### config.mk
export PLATFORM = sky130hd
export DESIGN_NAME = reg_file_2r1w
export DESIGN_NICKNAME = d
export VERILOG_FILES = /design/src/rtl/regfile_pkg.sv /design/src/rtl/flush_sequencer.sv /design/src/rtl/reg_file_2r1w.sv
export SDC_FILE = /design/constraint.sdc
export NUM_CORES = 1
export LEC_CHECK = 0
export CAP_MARGIN = 5
export CORE_UTILIZATION = 55
export DETAILED_ROUTE_END_ITERATION = 10
export PLACE_DENSITY = 0.76
export RECOVER_POWER = 100
export SLEW_MARGIN = 20
export SYNTH_ARGS = -nofsm -noshare
export SYNTH_HDL_FRONTEND = slang
export SYNTH_SLANG_ARGS = --single-unit
### constraint.sdc
create_clock -name clock -period 9.15 [get_ports clock]
set_input_delay 1.83 -clock clock [delete_from_list [all_inputs] [get_ports clock]]
set_output_delay 1.83 -clock clock [all_outputs]
set_load 0.02 [all_outputs]
### src/rtl/regfile_pkg.sv
// Shared types and constants for the 2R1W register file and its flush sequencer.
package regfile_pkg;

    typedef enum logic [0:0] {
        IDLE  = 1'b0,
        SWEEP = 1'b1
    } flush_state_e;

    localparam int READ_LAT_COMB = 0;
    localparam int READ_LAT_REG  = 1;

endpackage

### src/rtl/flush_sequencer.sv
// Flush sweep controller: walks a pointer over every entry once per flush request,
// asserting busy and a zeroing write strobe for the duration of the sweep.
module flush_sequencer
    import regfile_pkg::*;
#(
    parameter int ADDR_W = 4
) (
    input  logic              i_clock,
    input  logic              i_clear,
    input  logic              i_flush,
    output logic              o_busy,
    output logic              o_sweep_we,
    output logic [ADDR_W-1:0] o_sweep_addr
);

    flush_state_e      r_state;
    flush_state_e      w_state_nxt;
    logic [ADDR_W-1:0] r_ptr;
    logic [ADDR_W-1:0] w_ptr_nxt;
    logic              w_last;

    assign w_last = (r_ptr == {ADDR_W{1'b1}});

    // State and pointer registers
    always_ff @(posedge i_clock or posedge i_clear) begin
        if (i_clear) begin
            r_state <= IDLE;
            r_ptr   <= {ADDR_W{1'b0}};
        end else begin
            r_state <= w_state_nxt;
            r_ptr   <= w_ptr_nxt;
        end
    end

    // Next state: a flush seen while sweeping is ignored, the sweep never restarts
    always_comb begin
        w_state_nxt = r_state;
        w_ptr_nxt   = r_ptr;
        case (r_state)
            IDLE: begin
                if (i_flush) begin
                    w_state_nxt = SWEEP;
                    w_ptr_nxt   = {ADDR_W{1'b0}};
                end else begin
                    w_state_nxt = IDLE;
                    w_ptr_nxt   = r_ptr;
                end
            end
            SWEEP: begin
                w_ptr_nxt = r_ptr + ADDR_W'(1);
                if (w_last) begin
                    w_state_nxt = IDLE;
                end else begin
                    w_state_nxt = SWEEP;
                end
            end
            default: begin
                w_state_nxt = IDLE;
                w_ptr_nxt   = {ADDR_W{1'b0}};
            end
        endcase
    end

    // Outputs decoded straight from the state register
    always_comb begin
        o_busy       = 1'b0;
        o_sweep_we   = 1'b0;
        o_sweep_addr = r_ptr;
        case (r_state)
            SWEEP: begin
                o_busy     = 1'b1;
                o_sweep_we = 1'b1;
            end
            IDLE: begin
                o_busy     = 1'b0;
                o_sweep_we = 1'b0;
            end
            default: begin
                o_busy     = 1'b0;
                o_sweep_we = 1'b0;
            end
        endcase
    end

endmodule

### src/rtl/reg_file_2r1w.sv
// Two-read/one-write register file with write-through bypass, optional hardwired-zero
// entry 0, selectable read latency and a sequenced flush.
module reg_file_2r1w
    import regfile_pkg::*;
#(
    parameter int DATA_W   = 16,
    parameter int ADDR_W   = 4,
    parameter int READ_LAT = READ_LAT_COMB,
    parameter int ZERO_REG = 1
) (
    input  logic              clock,
    input  logic              clear,
    input  logic              load,
    input  logic [ADDR_W-1:0] Caddr,
    input  logic [DATA_W-1:0] C,
    input  logic [ADDR_W-1:0] Aaddr,
    input  logic [ADDR_W-1:0] Baddr,
    input  logic              flush,
    output logic [DATA_W-1:0] A,
    output logic [DATA_W-1:0] B,
    output logic              busy
);

    localparam int DEPTH = 2 ** ADDR_W;

    logic [DATA_W-1:0] r_mem [DEPTH];
    logic              w_busy;
    logic              w_sweep_we;
    logic [ADDR_W-1:0] w_sweep_addr;
    logic              w_byp_en;
    logic              w_wr_en;
    logic [DATA_W-1:0] w_rd_a;
    logic [DATA_W-1:0] w_rd_b;

    flush_sequencer #(
        .ADDR_W (ADDR_W)
    ) u_flush_seq (
        .i_clock      (clock),
        .i_clear      (clear),
        .i_flush      (flush),
        .o_busy       (w_busy),
        .o_sweep_we   (w_sweep_we),
        .o_sweep_addr (w_sweep_addr)
    );

    assign busy     = w_busy;
    assign w_byp_en = load && !w_busy;
    assign w_wr_en  = w_byp_en && !((ZERO_REG != 0) && (Caddr == {ADDR_W{1'b0}}));

    // Storage array; the sweep owns the write port while it runs
    always_ff @(posedge clock or posedge clear) begin
        if (clear) begin
            for (int i = 0; i < DEPTH; i++) begin
                r_mem[i] <= {DATA_W{1'b0}};
            end
        end else if (w_sweep_we) begin
            r_mem[w_sweep_addr] <= {DATA_W{1'b0}};
        end else if (w_wr_en) begin
            r_mem[Caddr] <= C;
        end
    end

    // Read muxes: hardwired zero, then same-cycle write bypass, then array contents
    always_comb begin
        if ((ZERO_REG != 0) && (Aaddr == {ADDR_W{1'b0}})) begin
            w_rd_a = {DATA_W{1'b0}};
        end else if (w_byp_en && (Caddr == Aaddr)) begin
            w_rd_a = C;
        end else begin
            w_rd_a = r_mem[Aaddr];
        end

        if ((ZERO_REG != 0) && (Baddr == {ADDR_W{1'b0}})) begin
            w_rd_b = {DATA_W{1'b0}};
        end else if (w_byp_en && (Caddr == Baddr)) begin
            w_rd_b = C;
        end else begin
            w_rd_b = r_mem[Baddr];
        end
    end

    generate
        if (READ_LAT == READ_LAT_REG) begin : g_rd_reg
            logic [DATA_W-1:0] r_a;
            logic [DATA_W-1:0] r_b;

            // Registered read outputs
            always_ff @(posedge clock or posedge clear) begin
                if (clear) begin
                    r_a <= {DATA_W{1'b0}};
                    r_b <= {DATA_W{1'b0}};
                end else begin
                    r_a <= w_rd_a;
                    r_b <= w_rd_b;
                end
            end

            assign A = r_a;
            assign B = r_b;
        end else begin : g_rd_comb
            assign A = w_rd_a;
            assign B = w_rd_b;
        end
    endgenerate

endmodule

==> results.cfg <==
[timing]
fmaxAchievable_mhz = 134
hold_viol_final = 0
setup_violations = 0
tightest_slew_ns = 2.91
rsz0062_at_grt = no
clock_skew_ns = 0.0158
final_period_minus_worst_setup_slack_ns = 7.44
fin_crit_sh_pct = 81.3
slew_viol_final = 593
timing.setup.tns_ns = 0
worst_slew_margin_rel_pct = -95.0

[outcome]
run_status = complete, but fails checks
failed_checks = max-capacitance violations, max-slew violations

[clock_tree]
cts_buffers = 28
clock_path_buffers = 3
clk-insertion-delay-late_ns = 0.56
clk_pin_slew_ns = 0.06
ctsHoldBuffers = 0
number_of_h_tree_levels = 1
post_cts.repair.setup_buffers = 0
ctsResizeCount = 0
clock_tree_from_tritoncts = done
clockRootBuffer = sky130_fd_sc_hd__clkbuf_16
tritoncts_num_sinks = 261

[layout]
layout.nets = 1177
layout_commonest_cell = sky130_fd_sc_hd__dfrtp_1
proportion_of_layout_cells_with_a_drive_suffix_above_1_pct = 11.7
insertedDiodeCount = 0
highest_count_cells_in_the_layout_ignoring_fill_and_taps = 261 x sky130_fd_sc_hd__dfrtp_1, 224 x sky130_fd_sc_hd__a22o_1, 128 x sky130_fd_sc_hd__mux2i_1
layout-area-overhead-vs-synth_pct = 7.63
num-fill-cells = 2009
postLayoutCellArea_mm2 = 0.0155
instances_no_fill = 1489

[route]
finalWirelength_um = 43700
number_of_vias_in_the_routed_layout = 11200
via_per_inst = 7.50
drc_errors = 0
wl_per_cell_um = 29.4
drt_pre_antenna_iters = 5
antenna_left = 0
detail_route.iter0.violations = 1584

[power]
power.switching_fraction_pct = 32.6
total_leakage_power_nw = 6.89
total_power_mw = 3.56
seq_power_share_pct = 42.5
part_of_the_total_power_dissipated_in_the_clock_network_pct = 31.9
net-switching-power_mw = 1.16
power_frac_comb_pct = 25.6
pwr_density_cell_mw_per_mm2 = 229
ir_drop_mv = 0.168
internal_power_mw = 2.40

[critical_path]
critPathArrivalTime_ns = 5.61
worst-path-max-fanout = 22
cp_data_required_time_ns = 7.32
timing.critical_path.to_type = primary output
worst-setup-path-type = primary input to primary output
setup.worst_path.start_class = primary input

[floorplanning]
num_io_pins = 65
die-area_mm2 = 0.0269
floorplan.die.height_um = 164
design.core.area_mm2 = 0.0255
core.rowCount = 58
initial_core_util_pct = 56.6
die-width_um = 164

[synthesis]
synth_fp_nets = 1213
yosysWarningCount = 0
synthDistinctLibCells = 49
synth_largest_area_cell = sky130_fd_sc_hd__dfrtp_1
flip_flop_and_latch_count_after_synthesis = 261
synth_top_cell_area_share_pct = 45.3
synth_area_mm2 = 0.0144
netlist_instances = 1177
synth_seq_area_share_pct = 45.3
synthTopCellsByArea = sky130_fd_sc_hd__dfrtp_1 45%, sky130_fd_sc_hd__a22o_1 14%, sky130_fd_sc_hd__mux4_2 10%, sky130_fd_sc_hd__mux2i_1 8.9%, sky130_fd_sc_hd__o22ai_1 2.8%
avgSynthCellArea_um2 = 12.2

[placed_design]
placed_cells = 1440
buffer_ports.inserted = 64
globalplace.congestion = 0.930
place_hpwl_um = 28300
detailed_place.area_mm2 = 0.0148

[global_routing]
global_route_wire_length_before_repair_um = 67900
antenna_found_initial = 0
grt_pass1_vias = 10700
globalRoute.totalOverflow = 0
grt_usage_pct = 33.4
grt_start_max_net_pins = 197

[flow_run]
max_cap_viol_count = 29

[hold_path]
min_path_type = flop to flop
-- routing by layer --
| layer | share of wire (%) | global-route usage (%) | vias to the layer above |
|---|---|---|---|
| met4 | 3.0 | 9.39 | 0 |
| li1 | - | - | 4579 |
| met5 | 0 | 0 | - |
| met2 | 44 | 48.7 | 740 |
| met3 | 10 | 7.17 | 109 |
| met1 | 42 | 50.3 | 5737 |
-- power by group through the flow --
stage          sequential, mW  clock [mW]  combinational (mW)
3_3_place_gp             1.51           0               0.920
4_1_cts                  1.50        1.14               0.940
3_5_place_dp             1.52           0               0.939
6_report                 1.51        1.13               0.911
2_1_floorplan            1.47           0               0.699
5_1_grt                  1.53        1.18               0.966
-- sequential cells by signal (all words and copies together) (netlist names) --
signal,count
r_mem,256
u_flush_seq.o_sweep_addr,4
u_flush_seq.r_state,1
-- cell usage after synthesis, drive strengths merged --
library cell / instances
a211oi: 32
a21o: 1
a21oi: 31
a22o: 224
a31oi: 30
and2: 1
and3: 2
and4: 1
buf: 95
clkbuf: 50
dfrtp: 261
ha: 4
inv: 4
mux2: 2
mux2i: 128
mux4: 64
nand2: 7
nand2b: 3
nand3: 35
nand3b: 2
nand4b: 1
nand4bb: 2
nor2: 36
nor2b: 19
nor3: 4
nor3b: 2
o21ai: 1
o22a: 16
o22ai: 64
o31ai: 34
or2: 4
or3: 2
or3b: 4
or4b: 1
xnor2: 9
xor2: 1
-- layout make-up --
type	instances	area (µm²)	share of cell area (%)
Clock buffer	42	845	5.44
Tap cell	330	413	2.66
Inverter	4	16.3	0.105
Multi-Input combinational cell	767	6920	44.6
Timing Repair Buffer	79	737	4.75
Sequential cell	261	6530	42.1
Clock inverter	6	55.1	0.355
-- logic make-up after synthesis --
| logic type | count (synthesis) | share of synthesized area, % |
|---|---|---|
| xor+xnor | 10 | 0.608 |
| flops | 261 | 45.3 |
| simple gates | 126 | 5.37 |
| mux | 194 | 19.0 |
| buf+inv | 149 | 5.43 |
| fa+ha+maj | 4 | 0.347 |
| compound gates | 433 | 23.9 |
-- per-stage QoR --
stage / util (%) / worst slack (ns) / hold slack (ns)
2_1_floorplan: - / 0.136 / 0.472
3_3_place_gp: 58.2 / 2.20 / 0.492
3_5_place_dp: 58.2 / 2.11 / 0.497
4_1_cts: 61.7 / 2.11 / 0.517
5_1_grt: 60.9 / 1.58 / 0.532
6_report: 60.9 / 1.71 / 0.510
-- final timing paths --
check / start / end / slack (ns) / depth (start not counted)
setup / recovery: Aaddr[3] / A[3] / 1.71 / 6
hold / removal: r_mem[74] / r_mem[74] / 0.51 / 1
setup reg to reg: u_flush_seq.r_state / r_mem[116] / 3.66 / 5
hold reg to reg: r_mem[74] / r_mem[74] / 0.51 / 1
max in group asynchronous: clear / r_mem[254] / 2.89 / 4
min in group asynchronous: clear / r_mem[251] / 2.54 / 2
-- critical path, stage by stage --
cell and delay, ns:
sky130_fd_sc_hd__dlygate4sd3_1 1.07, sky130_fd_sc_hd__or3_1 0.65, sky130_fd_sc_hd__or2_0 0.83, sky130_fd_sc_hd__o31ai_1 0.19, sky130_fd_sc_hd__a21oi_1 0.31, sky130_fd_sc_hd__dlygate4sd3_1 0.72
Power figures use the tool's default switching activity.
